## config.mk

```make
export PLATFORM = sky130hd
export DESIGN_NAME = layer_sequencer
export DESIGN_NICKNAME = d
export VERILOG_FILES = /design/src/rtl/layer_seq_pkg.sv /design/src/rtl/layer_watchdog.sv /design/src/rtl/layer_sequencer.sv
export SDC_FILE = /design/constraint.sdc
export NUM_CORES = 1
export LEC_CHECK = 0
export BUFFER_PORTS_ARGS = -buffer_cell sky130_fd_sc_hd__buf_2
export CORE_MARGIN = 10
export CORE_UTILIZATION = 24
export CTS_BUF_LIST = sky130_fd_sc_hd__clkbuf_4
export CTS_CLUSTER_DIAMETER = 80
export DETAILED_ROUTE_END_ITERATION = 8
export SKIP_LAST_GASP = 1
export SYNTH_ARGS = -nofsm -noshare
export SYNTH_HDL_FRONTEND = slang
export SYNTH_SLANG_ARGS = --single-unit
```

## constraint.sdc

```tcl
create_clock -name clk -period 5.1 [get_ports clk]
set_input_delay 1.275 -clock clk [delete_from_list [all_inputs] [get_ports clk]]
set_output_delay 1.275 -clock clk [all_outputs]
set_load 0.03 [all_outputs]
```

## src/rtl/layer_seq_pkg.sv

```systemverilog
// Shared types and constants for the inference-pipeline layer sequencer.
package layer_seq_pkg;

  localparam int unsigned NUM_LAYERS_DEFAULT = 5;

  localparam int unsigned L_CONV1 = 0;
  localparam int unsigned L_POOL1 = 1;
  localparam int unsigned L_CONV2 = 2;
  localparam int unsigned L_POOL2 = 3;
  localparam int unsigned L_FC    = 4;

  typedef enum logic [2:0] {
    StIdle,
    StIssue,
    StArm,
    StRun,
    StRelease,
    StFinish,
    StError
  } seq_state_t;

endpackage

```

## src/rtl/layer_watchdog.sv

```systemverilog
// Saturating 32-bit per-layer cycle counter with a timeout compare.
module layer_watchdog #(
  parameter int unsigned TIMEOUT_CYCLES = 1 << 20
) (
  input  logic        clk,
  input  logic        reset_n,
  input  logic        clr,
  input  logic        en,
  output logic [31:0] count,
  output logic        expired
);

  logic [31:0] count_q, count_d, base;

  // With clr and en together the clearing cycle counts as the first cycle.
  always_comb begin
    base    = clr ? 32'd0 : count_q;
    count_d = base;
    if (en && (base != '1)) begin
      count_d = base + 32'd1;
    end
  end

  always_ff @(posedge clk or negedge reset_n) begin
    if (!reset_n) begin
      count_q <= '0;
    end else begin
      count_q <= count_d;
    end
  end

  assign count   = count_q;
  assign expired = (count_q == TIMEOUT_CYCLES - 1);

endmodule

```

## src/rtl/layer_sequencer.sv

```systemverilog
// Runs the layer engines in index order over start/done handshakes, masking stale
// done flags for an arm window and guarding each layer with a watchdog.
module layer_sequencer
  import layer_seq_pkg::*;
#(
  parameter int unsigned NUM_LAYERS     = NUM_LAYERS_DEFAULT,
  parameter int unsigned ARM_CYCLES     = 2,
  parameter int unsigned TIMEOUT_CYCLES = 1 << 20,
  parameter int unsigned LW             = $clog2(NUM_LAYERS)
) (
  input  logic                  clk,
  input  logic                  reset_n,
  input  logic                  start,
  input  logic                  abort,
  output logic                  busy,
  output logic                  done,
  output logic                  error,
  output logic [LW-1:0]         err_layer,
  output logic [LW-1:0]         cur_layer,
  output logic [NUM_LAYERS-1:0] layer_start,
  input  logic [NUM_LAYERS-1:0] layer_done,
  output logic [31:0]           last_cycles,
  output logic [31:0]           total_cycles
);

  seq_state_t            state_q, state_d;
  logic                  start_q;
  logic [LW-1:0]         cur_q, cur_d, err_layer_q, err_layer_d;
  logic [NUM_LAYERS-1:0] ls_q, ls_d;
  logic                  done_q, done_d, error_q, error_d;
  logic [31:0]           last_q, last_d, total_q, total_d, arm_q, arm_d;
  logic                  total_en, total_clr;
  logic                  wd_clr, wd_en, wd_expired;
  logic [31:0]           wd_count;

  layer_watchdog #(
    .TIMEOUT_CYCLES(TIMEOUT_CYCLES)
  ) u_watchdog (
    .clk    (clk),
    .reset_n(reset_n),
    .clr    (wd_clr),
    .en     (wd_en),
    .count  (wd_count),
    .expired(wd_expired)
  );

  always_comb begin
    state_d     = state_q;
    cur_d       = cur_q;
    ls_d        = ls_q;
    done_d      = done_q;
    error_d     = error_q;
    err_layer_d = err_layer_q;
    last_d      = last_q;
    arm_d       = arm_q;
    wd_clr      = 1'b0;
    wd_en       = 1'b0;
    total_en    = 1'b0;
    total_clr   = 1'b0;
    unique case (state_q)
      StIdle: begin
        if (start && !start_q) begin
          state_d   = StIssue;
          cur_d     = '0;
          done_d    = 1'b0;
          error_d   = 1'b0;
          total_clr = 1'b1;
        end
      end
      StIssue: begin
        total_en = 1'b1;
        wd_clr   = 1'b1;
        wd_en    = 1'b1;
        arm_d    = '0;
        if (abort) begin
          state_d = StError;
        end else begin
          ls_d        = '0;
          ls_d[cur_q] = 1'b1;
          state_d     = StArm;
        end
      end
      StArm: begin
        total_en = 1'b1;
        wd_en    = 1'b1;
        if (abort) begin
          state_d = StError;
        end else if (arm_q == ARM_CYCLES - 1) begin
          state_d = StRun;
        end else begin
          arm_d = arm_q + 32'd1;
        end
      end
      StRun: begin
        total_en = 1'b1;
        wd_en    = 1'b1;
        if (abort) begin
          state_d = StError;
        end else if (layer_done[cur_q]) begin
          last_d  = wd_count;
          state_d = StRelease;
        end else if (wd_expired) begin
          state_d = StError;
        end
      end
      StRelease: begin
        total_en = 1'b1;
        ls_d     = '0;
        if (cur_q == LW'(NUM_LAYERS - 1)) begin
          state_d = StFinish;
        end else begin
          cur_d   = cur_q + 1'b1;
          state_d = StIssue;
        end
      end
      StFinish: begin
        done_d  = 1'b1;
        state_d = StIdle;
      end
      StError: begin
        ls_d        = '0;
        error_d     = 1'b1;
        done_d      = 1'b1;
        err_layer_d = cur_q;
        state_d     = StIdle;
      end
      default: state_d = StIdle;
    endcase

    if (total_clr) begin
      total_d = '0;
    end else if (total_en && (total_q != '1)) begin
      total_d = total_q + 32'd1;
    end else begin
      total_d = total_q;
    end
  end

  always_ff @(posedge clk or negedge reset_n) begin
    if (!reset_n) begin
      state_q     <= StIdle;
      start_q     <= 1'b0;
      cur_q       <= '0;
      ls_q        <= '0;
      done_q      <= 1'b0;
      error_q     <= 1'b0;
      err_layer_q <= '0;
      last_q      <= '0;
      total_q     <= '0;
      arm_q       <= '0;
    end else begin
      state_q     <= state_d;
      start_q     <= start;
      cur_q       <= cur_d;
      ls_q        <= ls_d;
      done_q      <= done_d;
      error_q     <= error_d;
      err_layer_q <= err_layer_d;
      last_q      <= last_d;
      total_q     <= total_d;
      arm_q       <= arm_d;
    end
  end

  assign busy         = (state_q != StIdle);
  assign done         = done_q;
  assign error        = error_q;
  assign err_layer    = err_layer_q;
  assign cur_layer    = cur_q;
  assign layer_start  = ls_q;
  assign last_cycles  = last_q;
  assign total_cycles = total_q;

endmodule

```

==> results of run 1 <==
## report_power, final
group	internal, W	switching (W)	total (W)
clock network	0.000264	0.000481	0.000745
registers	0.00126	0.000182	0.00144
logic	0.000270	0.000617	0.000887
total	0.00179	0.00128	0.00307
## stage by stage
| stage | total power, W | setup slack (ns) |
|---|---|---|
| final | 0.00307 | 1.76 |
| after global routing | 0.00327 | 1.66 |
| after CTS | 0.00311 | 1.73 |
| after detailed placement | 0.00236 | 1.96 |
| after global placement | 0.00234 | 2.02 |
| after floorplan | 0.00206 | 2.31 |
## routing by layer
layer	track usage	up-vias
li1	-	3053
met1	0.140	3140
met2	0.152	141
met3	0.0299	17
met4	0.0192	0
met5	0	-
## final timing paths
| kind | from | to | slack (ns) | depth (start not counted) |
|---|---|---|---|---|
| setup / recovery | state_q[2] | busy | 1.76 | 2 |
| hold / removal | err_layer[0] | err_layer[0] | 0.50 | 2 |
| setup reg to reg | state_q[2] | u_watchdog.count[6] | 1.91 | 5 |
| hold reg to reg | err_layer[0] | err_layer[0] | 0.50 | 2 |
| max in group asynchronous | reset_n | last_cycles[24] | 3.48 | 2 |
| min in group asynchronous | reset_n | total_cycles[3] | 0.74 | 1 |
## cell usage in the layout, fill, tap and decap left out, types with 3 or more instances in the layout
| cell type | n |
|---|---|
| sky130_fd_sc_hd__a211oi_1 | 3 |
| sky130_fd_sc_hd__a21oi_1 | 49 |
| sky130_fd_sc_hd__and2_1 | 8 |
| sky130_fd_sc_hd__and3_1 | 10 |
| sky130_fd_sc_hd__and4_1 | 4 |
| sky130_fd_sc_hd__buf_2 | 85 |
| sky130_fd_sc_hd__buf_4 | 6 |
| sky130_fd_sc_hd__clkbuf_4 | 18 |
| sky130_fd_sc_hd__dfrtp_1 | 145 |
| sky130_fd_sc_hd__ha_1 | 5 |
| sky130_fd_sc_hd__inv_1 | 10 |
| sky130_fd_sc_hd__inv_6 | 5 |
| sky130_fd_sc_hd__inv_8 | 3 |
| sky130_fd_sc_hd__mux2_2 | 32 |
| sky130_fd_sc_hd__mux2i_1 | 9 |
| sky130_fd_sc_hd__nand2_1 | 76 |
| sky130_fd_sc_hd__nand2b_1 | 9 |
| sky130_fd_sc_hd__nand3_1 | 33 |
| sky130_fd_sc_hd__nand4_1 | 34 |
| sky130_fd_sc_hd__nand4b_1 | 4 |
| sky130_fd_sc_hd__nor2_1 | 44 |
| sky130_fd_sc_hd__nor3_1 | 13 |
| sky130_fd_sc_hd__nor4_1 | 29 |
| sky130_fd_sc_hd__o2111ai_1 | 7 |
| sky130_fd_sc_hd__o211ai_1 | 12 |
| sky130_fd_sc_hd__o21a_1 | 7 |
| sky130_fd_sc_hd__o21ai_0 | 36 |
| sky130_fd_sc_hd__o31ai_1 | 20 |
| sky130_fd_sc_hd__o41ai_1 | 3 |
| sky130_fd_sc_hd__or2_2 | 6 |
| sky130_fd_sc_hd__or3_1 | 30 |
| sky130_fd_sc_hd__or4_1 | 31 |
| sky130_fd_sc_hd__xnor2_1 | 9 |
| sky130_fd_sc_hd__xor2_1 | 14 |
## registers in the layout, indices dropped and copies added (netlist names)
signal	flops
cur_layer	3
layer_start	5
total_cycles	32
err_layer	3
done	1
arm_q	32
start_q	1
error	1
last_cycles	32
state_q	3
u_watchdog.count	32
## layout make-up
cell class / instances / area share
Multi-Input combinational cell: 572 / 0.425
Sequential cell: 145 / 0.422
Clock inverter: 14 / 0.0166
Clock buffer: 18 / 0.0157
Tap cell: 396 / 0.0576
Inverter: 10 / 0.00436
Timing Repair Buffer: 93 / 0.0583
## worst reg2reg max path, delay by kind of cell (launching register included)
| kind | cells | cell delay [ns] |
|---|---|---|
| flops | 1 | 0.83 |
| compound gates | 2 | 0.39 |
| simple gates | 3 | 1.95 |
## cell families (layout without fill, tap and decap cells)
group	Yosys count	in the layout	synth area share
simple gates	347	347	0.259
compound gates	156	156	0.134
flops	145	145	0.486
buf+inv	48	135	0.0258
mux	41	41	0.0603
xor+xnor	23	23	0.0270
fa+ha+maj	5	5	0.00838
==> insert_results.sql, run 1 <==
INSERT INTO impl_metrics (metric_group, metric, value, unit) VALUES
('synth', 'yosysTopAreaCell', 'sky130_fd_sc_hd__dfrtp_1', ''),
('power_and_ir_drop', 'worst_ir_drop_vdd', '144', 'uV'),
('synth', 'synthArstFlopShare', '1.00', ''),
('cells_and_area', 'num-nets-final', '853', ''),
('placed_design', 'portBuffers', '86', ''),
('drt', 'route.met2.wl', '8830', 'microns'),
('drt', 'detail_route.drc_violations', '0', ''),
('sta', 'worst_pin_slew', '1.08', 'ns'),
('drt', 'drt-wirelength-per-cell', '15.8', 'microns'),
('drt', 'dr_wl_met3', '1080', 'microns'),
('synth', 'edff_count_synth', '0', ''),
('cells_and_area', 'post_route_cells_drive_above_1_share', '0.204', ''),
('synth', 'ys_top_cells_by_count', 'sky130_fd_sc_hd__dfrtp_1, sky130_fd_sc_hd__nand2_1, sky130_fd_sc_hd__a21oi_1, sky130_fd_sc_hd__nor2_1, sky130_fd_sc_hd__o21ai_0', ''),
('drt', 'drt-vias-per-instance', '5.09', ''),
('cells_and_area', 'ff_latch_area', '0.00363', 'sq mm'),
('sta', 'post-route-period-util', '0.654', ''),
('clocking', 'maximum_buffer_depth_of_the_clock_tree', '2', ''),
('clocking', 'post_cts.repair.setup_buffers', '0', ''),
('die', 'io_pins', '87', ''),
('placed_design', 'dp.final_hpwl', '13900', 'microns'),
('cells_and_area', 'n_fill_cell', '3254', ''),
('power_and_ir_drop', 'leakage', '3.69', 'nW'),
('synth', 'mappedNetlistNets', '779', ''),
('cells_and_area', 'final_cell_area', '0.00860', 'sq mm'),
('synth', 'prevailing_post_synth_register_cell', 'sky130_fd_sc_hd__dfrtp_1', ''),
('placed_design', 'placement.cell_area', '0.00832', 'sq mm'),
('critical_path', 'startpoint_type', 'flop', ''),
('global_route', 'grt_pass1_vias', '6041', ''),
('synth', 'yosys_warnings', '0', ''),
('sta', 'setup-tns-final', '0', 'ns'),
('die', 'coreArea', '0.0307', 'sq mm'),
('synth', 'ys_ff_latch', '145', ''),
('global_route', 'grt_max_degree', '91', ''),
('clocking', 'clkTransAtPathRegs', '0.14', 'ns'),
('placed_design', 'gp_congestion', '0.797', ''),
('clocking', 'cts_resized', '0', ''),
('synth', 'synthMostInstantiatedCell', 'sky130_fd_sc_hd__dfrtp_1', ''),
('clocking', 'h-tree-depth', '4', ''),
('sta', 'layout_min_cycle_time', '3.34', 'ns'),
('drt', 'detail-route-antenna-nets', '0', ''),
('drt', 'route.final.wire_length', '19800', 'microns'),
('drt', 'drt_first_iter_violations', '393', ''),
('synth', 'synth_cell_type_count', '59', ''),
('synth', 'postSynthCellCount', '765', ''),
('global_route', 'grt-ovfl-total', '0', ''),
('run', 'drv_cap', '0', ''),
('sta', 'fin_worst_hold_slack', '0.495', 'ns'),
('run_status', 'run_status', 'complete, no violations', ''),
('global_route', 'grt_antenna_before_repair', '0', ''),
('sta', 'grt_setup_unrepaired', 'no', ''),
('synth', 'synth.yosys.seq_area_share', '0.486', ''),
('sta', 'maxSlewViolCount', '0', ''),
('sta', 'timing.max_slew.rel_slack', '0.272', ''),
('drt', 'met1_wire_length', '9660', 'microns'),
('die', 'die_w', '196', 'microns'),
('synth', 'synth_top_area_frac', '0.486', ''),
('clocking', 'clkSinkCount', '145', ''),
('critical_path', 'timing.critical_path.arrival', '2.06', 'ns'),
('critical_path', 'critical-path-max-stage-delay', '0.67', 'ns'),
('synth', 'post_synth_instance_area', '0.00747', 'sq mm'),
('critical_path', 'worstPathCellList', 'or3_1, buf_2', ''),
('clocking', 'tritoncts', 'built', ''),
('sta', 'finalHoldViolations', '0', ''),
('critical_path', 'cpLargestDelayFamily', 'flip-flops', ''),
('critical_path', 'path_buf_inv', '1', ''),
('global_route', 'grt_usage', '0.101', ''),
('critical_path', 'worst_path_cell_with_the_longest_stage_delay', 'sky130_fd_sc_hd__dfrtp_1', ''),
('drt', 'detailroute.via_count', '6351', ''),
('synth', 'synth.area.top_cells', 'sky130_fd_sc_hd__dfrtp_1, sky130_fd_sc_hd__mux2_2, sky130_fd_sc_hd__nand2_1', ''),
('cells_and_area', 'multiInputGateArea', '0.00366', 'sq mm'),
('clocking', 'cts_buffers', '17', '');
Note: power is estimated with default switching activity, not from simulation.
==> run 2, diff against run 1 <==
clock period = 2.9 ns   (was 5.1 ns; I/O delays follow)
==> insert_results.sql, run 2 (synthesis results as in run 1) <==
INSERT INTO impl_metrics (metric_group, metric, value, unit) VALUES
('drt', 'drt-vias-per-instance', '5.01', ''),
('clocking', 'cts_resized', '0', ''),
('power_and_ir_drop', 'p_comb_frac', '0.298', ''),
('cells_and_area', 'most-common-layout-cells', 'sky130_fd_sc_hd__dfrtp_1, sky130_fd_sc_hd__buf_2, sky130_fd_sc_hd__nand2_1, sky130_fd_sc_hd__a21oi_1, sky130_fd_sc_hd__nor2_1', ''),
('hold_path', 'hold_path.class', 'in -> async', ''),
('cells_and_area', 'final_cell_area', '0.00874', 'sq mm'),
('drt', 'drt_first_iter_violations', '431', ''),
('clocking', 'h-tree-depth', '4', ''),
('clocking', 'maximum_buffer_depth_of_the_clock_tree', '2', ''),
('placed_design', 'gp_congestion', '0.842', ''),
('drt', 'detail_route.drc_violations', '0', ''),
('die', 'die_y', '196', 'microns'),
('drt', 'route.final.wire_length', '19800', 'microns'),
('clocking', 'clkSinkCount', '145', ''),
('clocking', 'cts_buffers', '17', ''),
('power_and_ir_drop', 'leakage', '3.77', 'nW'),
('clocking', 'tritoncts', 'built', ''),
('sta', 'worst_pin_slew', '0.817', 'ns'),
('cells_and_area', 'ff_latch_area', '0.00363', 'sq mm'),
('power_and_ir_drop', 'clock_power_share', '0.250', ''),
('global_route', 'grt_max_degree', '52', ''),
('power_and_ir_drop', 'netSwitchingFraction', '0.408', ''),
('critical_path', 'critPathLaunch', 'state_q[1]', ''),
('critical_path', 'ff2ff_path_depth', '6', ''),
('cells_and_area', 'multiInputGateArea', '0.00366', 'sq mm'),
('sta', 'finalHoldViolations', '0', ''),
('cells_and_area', 'post_route_cells_drive_above_1_share', '0.219', ''),
('critical_path', 'startpoint_type', 'flop', ''),
('clocking', 'cts.root.buffer_cell', 'sky130_fd_sc_hd__clkbuf_4', ''),
('sta', 'maxSlewViolCount', '0', ''),
('run', 'drv_cap', '0', ''),
('run_status', 'run_status', 'complete, no violations', ''),
('power_and_ir_drop', 'pwr-share-seq', '0.452', ''),
('power_and_ir_drop', 'power_density', '633', 'mW/mm^2'),
('die', 'die_w', '196', 'microns'),
('cells_and_area', 'syn_to_final_growth', '17.1', '%'),
('global_route', 'grt_antenna_before_repair', '0', ''),
('sta', 'grt_setup_unrepaired', 'no', ''),
('placed_design', 'dp.final_hpwl', '14300', 'microns'),
('global_route', 'grt_pass1_vias', '6067', ''),
('clocking', 'clkTransAtPathRegs', '0.15', 'ns'),
('die', 'design.die.area', '0.0386', 'sq mm'),
('placed_design', 'dpl_worst_slack', '0.351', 'ns'),
('critical_path', 'timing.critical_path.arrival', '1.98', 'ns'),
('drt', 'detail-route-antenna-nets', '0', ''),
('cells_and_area', 'n_fill_cell', '3253', ''),
('power_and_ir_drop', 'worst_ir_drop_vdd', '245', 'uV'),
('placed_design', 'portBuffers', '86', ''),
('sta', 'fmaxAchievable', '0.370', 'GHz'),
('global_route', 'grt-ovfl-total', '0', ''),
('clocking', 'clk-insertion-delay-late', '0.58', 'ns'),
('power_and_ir_drop', 'net_switching_power_of_the_design', '0.00226', 'W'),
('cells_and_area', 'num_antenna_cells', '0', ''),
('critical_path', 'end_kind', 'output port', ''),
('sta', 'finalSetupViolCount', '0', ''),
('drt', 'route.met2.wl', '8780', 'microns'),
('global_route', 'grt_first_pass_wirelength', '32500', 'microns'),
('clocking', 'number_of_buffers_inserted_by_hold_repair_at_cts', '0', ''),
('cells_and_area', 'num-nets-final', '869', ''),
('clocking', 'post_cts.repair.setup_buffers', '0', ''),
('power_and_ir_drop', 'power_report.internal_total', '0.00327', 'W'),
('placed_design', 'placement.cell_area', '0.00844', 'sq mm'),
('drt', 'firstDrtPassIters', '4', ''),
('sta', 'fin_worst_skew', '0.0226', 'ns'),
('drt', 'top_layer_used', 'met4', ''),
('drt', 'detailroute.via_count', '6333', ''),
('global_route', 'grt_usage', '0.101', ''),
('critical_path', 'timing.reg2reg.setup_slack', '0.26', 'ns'),
('critical_path', 'timing.critical_path.required', '2.17', 'ns'),
('drt', 'met1_wire_length', '9410', 'microns'),
('critical_path', 'setup.worst_path.class', 'reg -> out', ''),
('die', 'io_pins', '87', ''),
('sta', 'timing.max_slew.rel_slack', '0.455', ''),
('critical_path', 'worst_reg2reg_path_startpoint', 'state_q[1]', ''),
('die', 'placement_rows', '64', ''),
('power_and_ir_drop', 'power', '0.00553', 'W'),
('die', 'initial_core_util', '0.243', ''),
('critical_path', 'timing.critical_path.to', 'busy', ''),
('die', 'coreArea', '0.0307', 'sq mm'),
('sta', 'layout_min_cycle_time', '2.70', 'ns'),
('drt', 'drt-wirelength-per-cell', '15.6', 'microns'),
('sta', 'postLayoutSetupSlackWorst', '0.198', 'ns'),
('sta', 'setup-tns-final', '0', 'ns'),
('critical_path', 'worstPathMaxFanout', '14', ''),
('critical_path', 'rr_endpoint', 'total_cycles[22]', ''),
('drt', 'dr_wl_met3', '1380', 'microns'),
('cells_and_area', 'commonest_non_fill_non_tap_cell_in_the_layout', 'sky130_fd_sc_hd__dfrtp_1', ''),
('sta', 'post-route-period-util', '0.932', '');
-- run 2: worst min-delay path by stage --
| stage | cells after the start | to | slack (ns) | start |
|---|---|---|---|---|
| global route | 1 | total_cycles[23] | 0.06 | reset_n |
| floorplan | 0 | arm_q[0] | 0.43 | reset_n |
| detailed placement | 2 | err_layer[2] | 0.47 | err_layer[2] |
| finish | 1 | total_cycles[21] | 0.06 | reset_n |
| CTS | 1 | total_cycles[2] | 0.04 | reset_n |
| global placement | 2 | err_layer[1] | 0.46 | err_layer[1] |
-- run 2: final cells by class --
class / instances / area share
Tap cell: 396 / 0.0567
Multi-Input combinational cell: 572 / 0.418
Clock buffer: 17 / 0.0146
Sequential cell: 145 / 0.415
Clock inverter: 15 / 0.0200
Inverter: 10 / 0.00429
Timing Repair Buffer: 109 / 0.0711
-- run 2: critical path, stage by stage, from the launching register on --
cell and delay, ns:
sky130_fd_sc_hd__dfrtp_1 0.59, sky130_fd_sc_hd__or3_1 0.57, sky130_fd_sc_hd__buf_2 0.24
-- run 2: metal layers --
layer	global-route usage	vias up
li1	-	3073
met1	0.138	3099
met2	0.152	149
met3	0.0314	12
met4	0.0257	0
met5	0	-
-- run 2: metrics by stage --
| step | instances | hold slack [ns] | util |
|---|---|---|---|
| 2_1_floorplan | 765 | 0.429 | - |
| 3_3_place_gp | 1232 | 0.459 | 0.275 |
| 3_5_place_dp | 1232 | 0.469 | 0.275 |
| 4_1_cts | 1264 | 0.0436 | 0.285 |
| 5_1_grt | 1264 | 0.0596 | 0.285 |
| 6_report | 1264 | 0.0559 | 0.285 |
-- run 2: power groups by stage --
stage	logic, W	registers (W)	clock network (W)
2_1_floorplan	0.000951	0.00267	0
3_3_place_gp	0.00165	0.00252	0
3_5_place_dp	0.00166	0.00254	0
4_1_cts	0.00167	0.00250	0.00144
5_1_grt	0.00183	0.00254	0.00152
6_report	0.00165	0.00250	0.00138
